--- config.mk ---
export PLATFORM = sky130hd
export DESIGN_NAME = pix_box_downsampler
export DESIGN_NICKNAME = d
export VERILOG_FILES = /design/src/rtl/pix_box_downsampler.sv
export SDC_FILE = /design/constraint.sdc
export NUM_CORES = 1
export LEC_CHECK = 0
export CORE_ASPECT_RATIO = 0.8
export CORE_UTILIZATION = 40
export DETAILED_ROUTE_END_ITERATION = 6
export GPL_ROUTABILITY_DRIVEN = 0
export SYNTH_ARGS = -nofsm -noshare
export SYNTH_HDL_FRONTEND = slang
export SYNTH_SLANG_ARGS = --single-unit
--- constraint.sdc ---
create_clock -name clk -period 14.7 [get_ports clk]
set_input_delay 1.47 -clock clk [delete_from_list [all_inputs] [get_ports clk]]
set_output_delay 1.47 -clock clk [all_outputs]
set_load 0.005 [all_outputs]
--- src/rtl/pix_box_downsampler.sv ---
`timescale 1ns/1ps
// pix_box_downsampler: averages each 8x8 block of the 224x224 grey window into a zero-padded 32x32 image.
// Build option: define INVERT_EN to write 255-average for interior blocks (white digit on black).
module pix_box_downsampler #(
  parameter int SRC_DIM = 224,
  parameter int BLK     = 8,
  parameter int PAD     = 2,
  parameter int PIX_W   = 8
) (
  input  logic             clk,
  input  logic             rst,
  input  logic             start,
  input  logic             pix_valid,
  input  logic [PIX_W-1:0] pix_color_in,
  input  logic [7:0]       pix_haddr,
  input  logic [7:0]       pix_vaddr,
  output logic             wr_en,
  output logic [9:0]       wr_addr,
  output logic [PIX_W-1:0] wr_data,
  output logic             busy,
  output logic             done
);

  // state    | meaning
  // IDLE     | waiting for start
  // CLEAR    | zero-filling RAM addresses 0..1023
  // WAIT_SOF | discarding pixels until a valid (0,0)
  // ACCUM    | summing pixels, writing one average per completed block
  // FIN      | last block written; done pulse follows
  typedef enum logic [2:0] {IDLE, CLEAR, WAIT_SOF, ACCUM, FIN} state_t;

  localparam int LB      = $clog2(BLK);
  localparam int OUT_DIM = SRC_DIM / BLK;
  localparam int COL_W   = $clog2(OUT_DIM);
  localparam int ACC_W   = PIX_W + 2 * LB;
  localparam logic [7:0]       LIM   = 8'(SRC_DIM);
  localparam logic [7:0]       LAST  = 8'(SRC_DIM - 1);
  localparam logic [4:0]       PAD_O = 5'(PAD);
  localparam logic [ACC_W-1:0] HALF  = ACC_W'(1 << (2 * LB - 1));

  state_t state, state_d;

  logic [ACC_W-1:0] acc [OUT_DIM];
  logic [9:0]       clr_addr;

  logic             in_range, is_sof, blk_end, is_last;
  logic [COL_W-1:0] col, row;
  logic [4:0]       blk_row, blk_col;
  logic [ACC_W-1:0] acc_sum, rnd;
  logic [PIX_W-1:0] avg, blk_data;

  logic             wr_en_d, busy_d, done_d;
  logic [9:0]       wr_addr_d;
  logic [PIX_W-1:0] wr_data_d;

  assign in_range = pix_valid && (pix_haddr < LIM) && (pix_vaddr < LIM);
  assign is_sof   = in_range && (pix_haddr == 8'd0) && (pix_vaddr == 8'd0);
  assign blk_end  = in_range && (&pix_haddr[LB-1:0]) && (&pix_vaddr[LB-1:0]);
  assign is_last  = in_range && (pix_haddr == LAST) && (pix_vaddr == LAST);

  assign col     = pix_haddr[LB +: COL_W];
  assign row     = pix_vaddr[LB +: COL_W];
  assign blk_col = col + PAD_O;
  assign blk_row = row + PAD_O;

  // Worst-case sum plus the rounding half still fits ACC_W bits, so no carry out.
  assign acc_sum = acc[col] + ACC_W'(pix_color_in);
  assign rnd     = acc_sum + HALF;
  assign avg     = PIX_W'(rnd >> (2 * LB));

`ifdef INVERT_EN
  assign blk_data = {PIX_W{1'b1}} - avg;
`else
  assign blk_data = avg;
`endif

  always_ff @(posedge clk or posedge rst) begin
    if (rst) state <= IDLE;
    else     state <= state_d;
  end

  always_comb begin
    state_d   = state;
    wr_en_d   = 1'b0;
    wr_addr_d = wr_addr;
    wr_data_d = wr_data;
    case (state)
      IDLE: begin
        // A start coinciding with the done pulse belongs to the finished run.
        if (start && !done) state_d = CLEAR;
      end
      CLEAR: begin
        wr_en_d   = 1'b1;
        wr_addr_d = clr_addr;
        wr_data_d = '0;
        if (clr_addr == 10'h3FF) state_d = WAIT_SOF;
      end
      WAIT_SOF: begin
        if (is_sof) state_d = ACCUM;
      end
      ACCUM: begin
        if (blk_end) begin
          wr_en_d   = 1'b1;
          wr_addr_d = {blk_row, blk_col};
          wr_data_d = blk_data;
          if (is_last) state_d = FIN;
        end
      end
      FIN: state_d = IDLE;
      default: state_d = IDLE;
    endcase
    busy_d = (state_d != IDLE);
    done_d = (state == FIN);
  end

  always_ff @(posedge clk or posedge rst) begin
    if (rst) begin
      wr_en   <= 1'b0;
      wr_addr <= '0;
      wr_data <= '0;
      busy    <= 1'b0;
      done    <= 1'b0;
    end else begin
      wr_en   <= wr_en_d;
      wr_addr <= wr_addr_d;
      wr_data <= wr_data_d;
      busy    <= busy_d;
      done    <= done_d;
    end
  end

  always_ff @(posedge clk or posedge rst) begin
    if (rst)                 clr_addr <= '0;
    else if (state == CLEAR) clr_addr <= clr_addr + 10'd1;
    else                     clr_addr <= '0;
  end

  // A (0,0) pixel starts a fresh frame both from WAIT_SOF and as a mid-frame restart.
  always_ff @(posedge clk or posedge rst) begin
    if (rst) begin
      for (int i = 0; i < OUT_DIM; i++) acc[i] <= '0;
    end else if (is_sof && (state == WAIT_SOF || state == ACCUM)) begin
      for (int i = 0; i < OUT_DIM; i++) acc[i] <= '0;
      acc[0] <= ACC_W'(pix_color_in);
    end else if (state == ACCUM && in_range) begin
      if (blk_end) acc[col] <= '0;
      else         acc[col] <= acc_sum;
    end
  end

endmodule

==> report_table.html <==
<table>
<tr><th>Metric</th><th>Value</th></tr>
<tr><th colspan="2">Status</th></tr>
<tr><td>Result of the run</td><td>finished, violations left</td></tr>
<tr><td>Violations in the final reports</td><td>design-rule violations</td></tr>
<tr><th colspan="2">Die</th></tr>
<tr><td>Core region area</td><td>0.05302 mm^2</td></tr>
<tr><td>Die Outline Area</td><td>approximately 0.055 mm^2</td></tr>
<tr><td>Vertical die dimension</td><td>between 200 and 250 um</td></tr>
<tr><td>Overall die width</td><td>~260 um</td></tr>
<tr><td>Top-Level Pins</td><td>49</td></tr>
<tr><td>Row Count</td><td>75</td></tr>
<tr><td>Starting density of the core</td><td>0.4089</td></tr>
<tr><th colspan="2">Timing</th></tr>
<tr><td>Final hold viol count</td><td>0</td></tr>
<tr><td>Final Setup Violations</td><td>0</td></tr>
<tr><td>Worst setup slack after layout</td><td>around 7.9 ns</td></tr>
<tr><td>Clock tree skew after final layout</td><td>about 0.027 ns</td></tr>
<tr><td>Slew at the pin closest to its max-slew limit</td><td>between 1 and 1.5 ns</td></tr>
<tr><td>Unrepaired setup endpoints after global routing</td><td>no</td></tr>
<tr><td>Max Transition Viols Final</td><td>0</td></tr>
<tr><td>Worst slew margin</td><td>0.1077</td></tr>
<tr><td>Highest Clock Rate</td><td>approximately 0.15 GHz</td></tr>
<tr><td>Final clock period utilization by the worst path</td><td>0.4637</td></tr>
<tr><td>Final setup TNS</td><td>0 ns</td></tr>
<tr><td>Time the worst path needs with I/O delays and setup</td><td>6.816 ns</td></tr>
<tr><th colspan="2">Finish</th></tr>
<tr><td>Antenna diodes</td><td>0</td></tr>
<tr><td>Layout area overhead</td><td>10.58%</td></tr>
<tr><td>Multi-input gate area</td><td>around 0.010 mm^2</td></tr>
<tr><td>Reg area</td><td>roughly 0.011 mm^2</td></tr>
<tr><td>Fraction of final layout cells sized beyond drive strength 1</td><td>0.1063</td></tr>
<tr><td>Commonest non-fill, non-tap cells in the layout</td><td>dfrtp_1 (426), nor2_1 (400), a21oi_1 (332), nand2_1 (222), nand3_1 (136)</td></tr>
<tr><td>Count of fill cells added during filler insertion</td><td>~4900</td></tr>
<tr><td>Commonest non-fill, non-tap cell in the layout</td><td>dfrtp_1</td></tr>
<tr><td>Final Core Density</td><td>0.4522</td></tr>
<tr><td>Final #Nets</td><td>approximately 2200</td></tr>
<tr><th colspan="2">Route</th></tr>
<tr><td>Number of iterations in the first detailed-routing pass</td><td>7</td></tr>
<tr><td>Final Routed Wirelength</td><td>approximately 67000 um</td></tr>
<tr><td>Detailed-route vias per instance</td><td>roughly 6</td></tr>
<tr><td>Routed length per placed instance</td><td>22.97 um</td></tr>
<tr><td>Post-detailed-route count of antenna-violating nets</td><td>0</td></tr>
<tr><td>Via Count</td><td>~17000</td></tr>
<tr><td>1st-iter DRT viols</td><td>~2100</td></tr>
<tr><td>Detailed-route DRC error count</td><td>2</td></tr>
<tr><th colspan="2">Synthesis</th></tr>
<tr><td>Most common flop cell mapped by yosys</td><td>dfrtp_1</td></tr>
<tr><td>Ranking of synthesized cells by area</td><td>dfrtp_1 (49%), mux4_2 (8.6%), a21oi_1 (7.7%)</td></tr>
<tr><td>Cell type with the highest aggregate area in the netlist</td><td>dfrtp_1</td></tr>
<tr><td>Share of Yosys cell area claimed by the top area cell type</td><td>0.4917</td></tr>
<tr><td>Gate count after technology mapping</td><td>between 2000 and 2500</td></tr>
<tr><td>Post-synth EDFFs</td><td>0</td></tr>
<tr><td>Net Count, Synth</td><td>between 2000 and 2500</td></tr>
<tr><td>Proportion of register bits with asynchronous set or reset after synthesis</td><td>1.000</td></tr>
<tr><td>Syn avg cell area</td><td>9.480 um^2</td></tr>
<tr><td>Synthesized flop and latch total</td><td>426</td></tr>
<tr><td>Count of yosys warnings during synthesis</td><td>0</td></tr>
<tr><td>Sequential share of the synthesized area</td><td>0.4917</td></tr>
<tr><td>Number of different library cells in the post-synthesis netlist</td><td>76</td></tr>
<tr><td>Area of the mapped netlist</td><td>about 0.022 mm^2</td></tr>
<tr><th colspan="2">Global route</th></tr>
<tr><td>Antenna violations before repair</td><td>0</td></tr>
<tr><td>Number of global-route vias before repair</td><td>about 17000</td></tr>
<tr><td>Pin count of the biggest net entering global routing</td><td>just over 200</td></tr>
<tr><td>Global-route wire length before repair</td><td>approximately 110000 um</td></tr>
<tr><td>Total track usage</td><td>0.2463</td></tr>
<tr><td>Final global-route overflow total</td><td>0</td></tr>
<tr><th colspan="2">CTS</th></tr>
<tr><td>Clock insertion delay at the later pin of the skew report</td><td>between 0.5 and 0.6 ns</td></tr>
<tr><td>CTS root buffer</td><td>clkbuf_16</td></tr>
<tr><td>Total number of H-tree levels</td><td>2</td></tr>
<tr><td>Clock tree from TritonCTS</td><td>yes</td></tr>
<tr><td>Number of buffers created by CTS</td><td>45</td></tr>
<tr><td>CTS clk-pin slew, worst paths</td><td>0.06 ns</td></tr>
<tr><td>Number of resized instances in the post-cts repair step</td><td>0</td></tr>
<tr><td>Number of sinks driven by the clock tree</td><td>~430</td></tr>
<tr><td>Number of buffers inserted by post-CTS setup repair</td><td>0</td></tr>
<tr><td>Hold buffer count at CTS</td><td>0</td></tr>
<tr><td>Maximum buffer depth of the clock tree</td><td>3</td></tr>
<tr><th colspan="2">Critical path</th></tr>
<tr><td>Cell type of the slowest stage on the worst timing path</td><td>and3_1</td></tr>
<tr><td>Type of element launching the critical path</td><td>primary input</td></tr>
<tr><td>Peak per-stage delay on the critical path</td><td>~0.9 ns</td></tr>
<tr><td>Endpoint class of the critical path</td><td>flop</td></tr>
<tr><td>Critical-path cell list</td><td>buf_6 &gt; buf_4 &gt; mux4_2 &gt; a22oi_1 &gt; o221ai_1 &gt; ha_1 &gt; inv_1 &gt; fa_1 &gt; nor2b_1 &gt; o21a_1 &gt; o211a_1 &gt; a211oi_1 &gt; nand2b_1 &gt; or4_1 &gt; and3_1 &gt; nand3_1 &gt; a21oi_1</td></tr>
<tr><td>Classification of the worst setup path</td><td>primary input to flop</td></tr>
<tr><td>Highest fanout seen on the critical path</td><td>50</td></tr>
<tr><td>Arrival time of data at the critical path endpoint</td><td>between 7 and 8 ns</td></tr>
<tr><td>Data required, critical path</td><td>15.17 ns</td></tr>
<tr><th colspan="2">Placement</th></tr>
<tr><td>Worst setup timing slack at the placement stage</td><td>7.374 ns</td></tr>
<tr><td>Input/output buffers</td><td>48</td></tr>
<tr><td>Placed wire-length estimate after detailed placement</td><td>~40000 um</td></tr>
<tr><th colspan="2">Pwr</th></tr>
<tr><td>Worst supply voltage drop on vdd</td><td>0.09142 mV</td></tr>
<tr><td>Power Density</td><td>approximately 140 mW/mm^2</td></tr>
<tr><td>Static Leak</td><td>~11 nW</td></tr>
<tr><td>Total power consumption of the routed design</td><td>3.417 mW</td></tr>
<tr><th colspan="2">Flow run</th></tr>
<tr><td>Max-cap viol count</td><td>0</td></tr>
<tr><th colspan="2">Worst hold path</th></tr>
<tr><td>Class of the tightest hold or removal check</td><td>flop to flop</td></tr>
</table>
## cell families after synthesis
| kind of cell | count (synthesis) | synth area share |
|---|---|---|
| xor gates and xnor gates | 23 | 0.009291 |
| DFF | 426 | 0.4917 |
| buffers and inverters | 232 | 0.04565 |
| and+or+nand+nor | 934 | 0.1899 |
| adders and majority gates | 17 | 0.01016 |
| muxes | 168 | 0.1257 |
| AOI/OAI and AO/OA | 487 | 0.1277 |
## worst paths after layout
path,from,endpoint,slack [ns],cells past startpoint
worst max-delay path,pix_haddr[3],acc[236]$_DFFE_PP0P_,7.88,17
worst min-delay path,wr_addr[0]$_DFFE_PP0P_,wr_addr[0]$_DFFE_PP0P_,0.48,2
worst max register to register,acc[378]$_DFFE_PP0P_,acc[236]$_DFFE_PP0P_,9.73,17
worst min register to register,wr_addr[0]$_DFFE_PP0P_,wr_addr[0]$_DFFE_PP0P_,0.48,2
max in group asynchronous,rst,acc[258]$_DFFE_PP0P_,11.57,3
min in group asynchronous,rst,wr_addr[8]$_DFFE_PP0P_,1.44,2
## through the flow
stage          std cells  hold slack, ns  cell area [um^2]
3_3_place_gp        2844          0.4656             22460
6_report            2923          0.4826             23980
4_1_cts             2923          0.4842             23980
2_1_floorplan       2287          0.4453             21680
5_1_grt             2923          0.5084             23980
3_5_place_dp        2844          0.4706             22460
## state kept, by name, summed over array words and instances, names as in the netlist
name / count
wr_addr: 10
wr_data: 8
state: 3
busy: 1
clr_addr: 10
done: 1
acc: 392
wr_en: 1
## critical path, delay by kind of cell
family	cells	cell delay, ns
AO/OA/AOI/OAI	6	1.64
multiplexers	1	0.59
AND/OR/NAND/NOR	5	1.53
buffers and inverters	3	1.46
adder cells (fa/ha/maj)	2	0.49
## metal layers
metal | track usage | wire (um)
met2 | 0.3720 | 29580
met5 | 0 | 0
met3 | 0.06192 | 6444
met4 | 0.05882 | 1405
met1 | 0.3552 | 29730
## power by group
group | switching, mW | internal, mW
clock | 0.491 | 0.697
combinational | 0.438 | 0.282
sequential | 0.115 | 1.39
## cell usage after synthesis, types with 5 or more instances
| master | count |
|---|---|
| nor2b_1 | 9 |
| o31ai_1 | 5 |
| xnor2_1 | 16 |
| dfrtp_1 | 426 |
| nor2_1 | 402 |
| nand2_1 | 222 |
| ha_1 | 16 |
| o211ai_1 | 7 |
| clkbuf_1 | 149 |
| o21a_1 | 5 |
| o21ai_0 | 55 |
| buf_4 | 6 |
| o21ai_1 | 5 |
| buf_1 | 23 |
| nand3_1 | 136 |
| mux2i_1 | 81 |
| nand4_1 | 30 |
| a21oi_1 | 332 |
| nor3_1 | 70 |
| mux4_2 | 83 |
| inv_1 | 13 |
| and3_1 | 6 |
| a211oi_1 | 5 |
| a22oi_1 | 26 |
| and2_1 | 7 |
| xor2_1 | 7 |
| or3_1 | 7 |
| buf_2 | 32 |
| buf_6 | 6 |
| nor3b_1 | 5 |
| o221ai_1 | 6 |
| nand2b_1 | 6 |
| nand3_2 | 10 |
## layout make-up
type | instances | share of cell area
Clock buffer | 62 | 0.05339
Multi-Input combinational cell | 1629 | 0.4221
Sequential cell | 426 | 0.4446
Tap cell | 693 | 0.03617
Inverter | 15 | 0.002662
Clock inverter | 17 | 0.009968
Timing Repair Buffer | 81 | 0.03110
(Power assumes the default switching activity.)
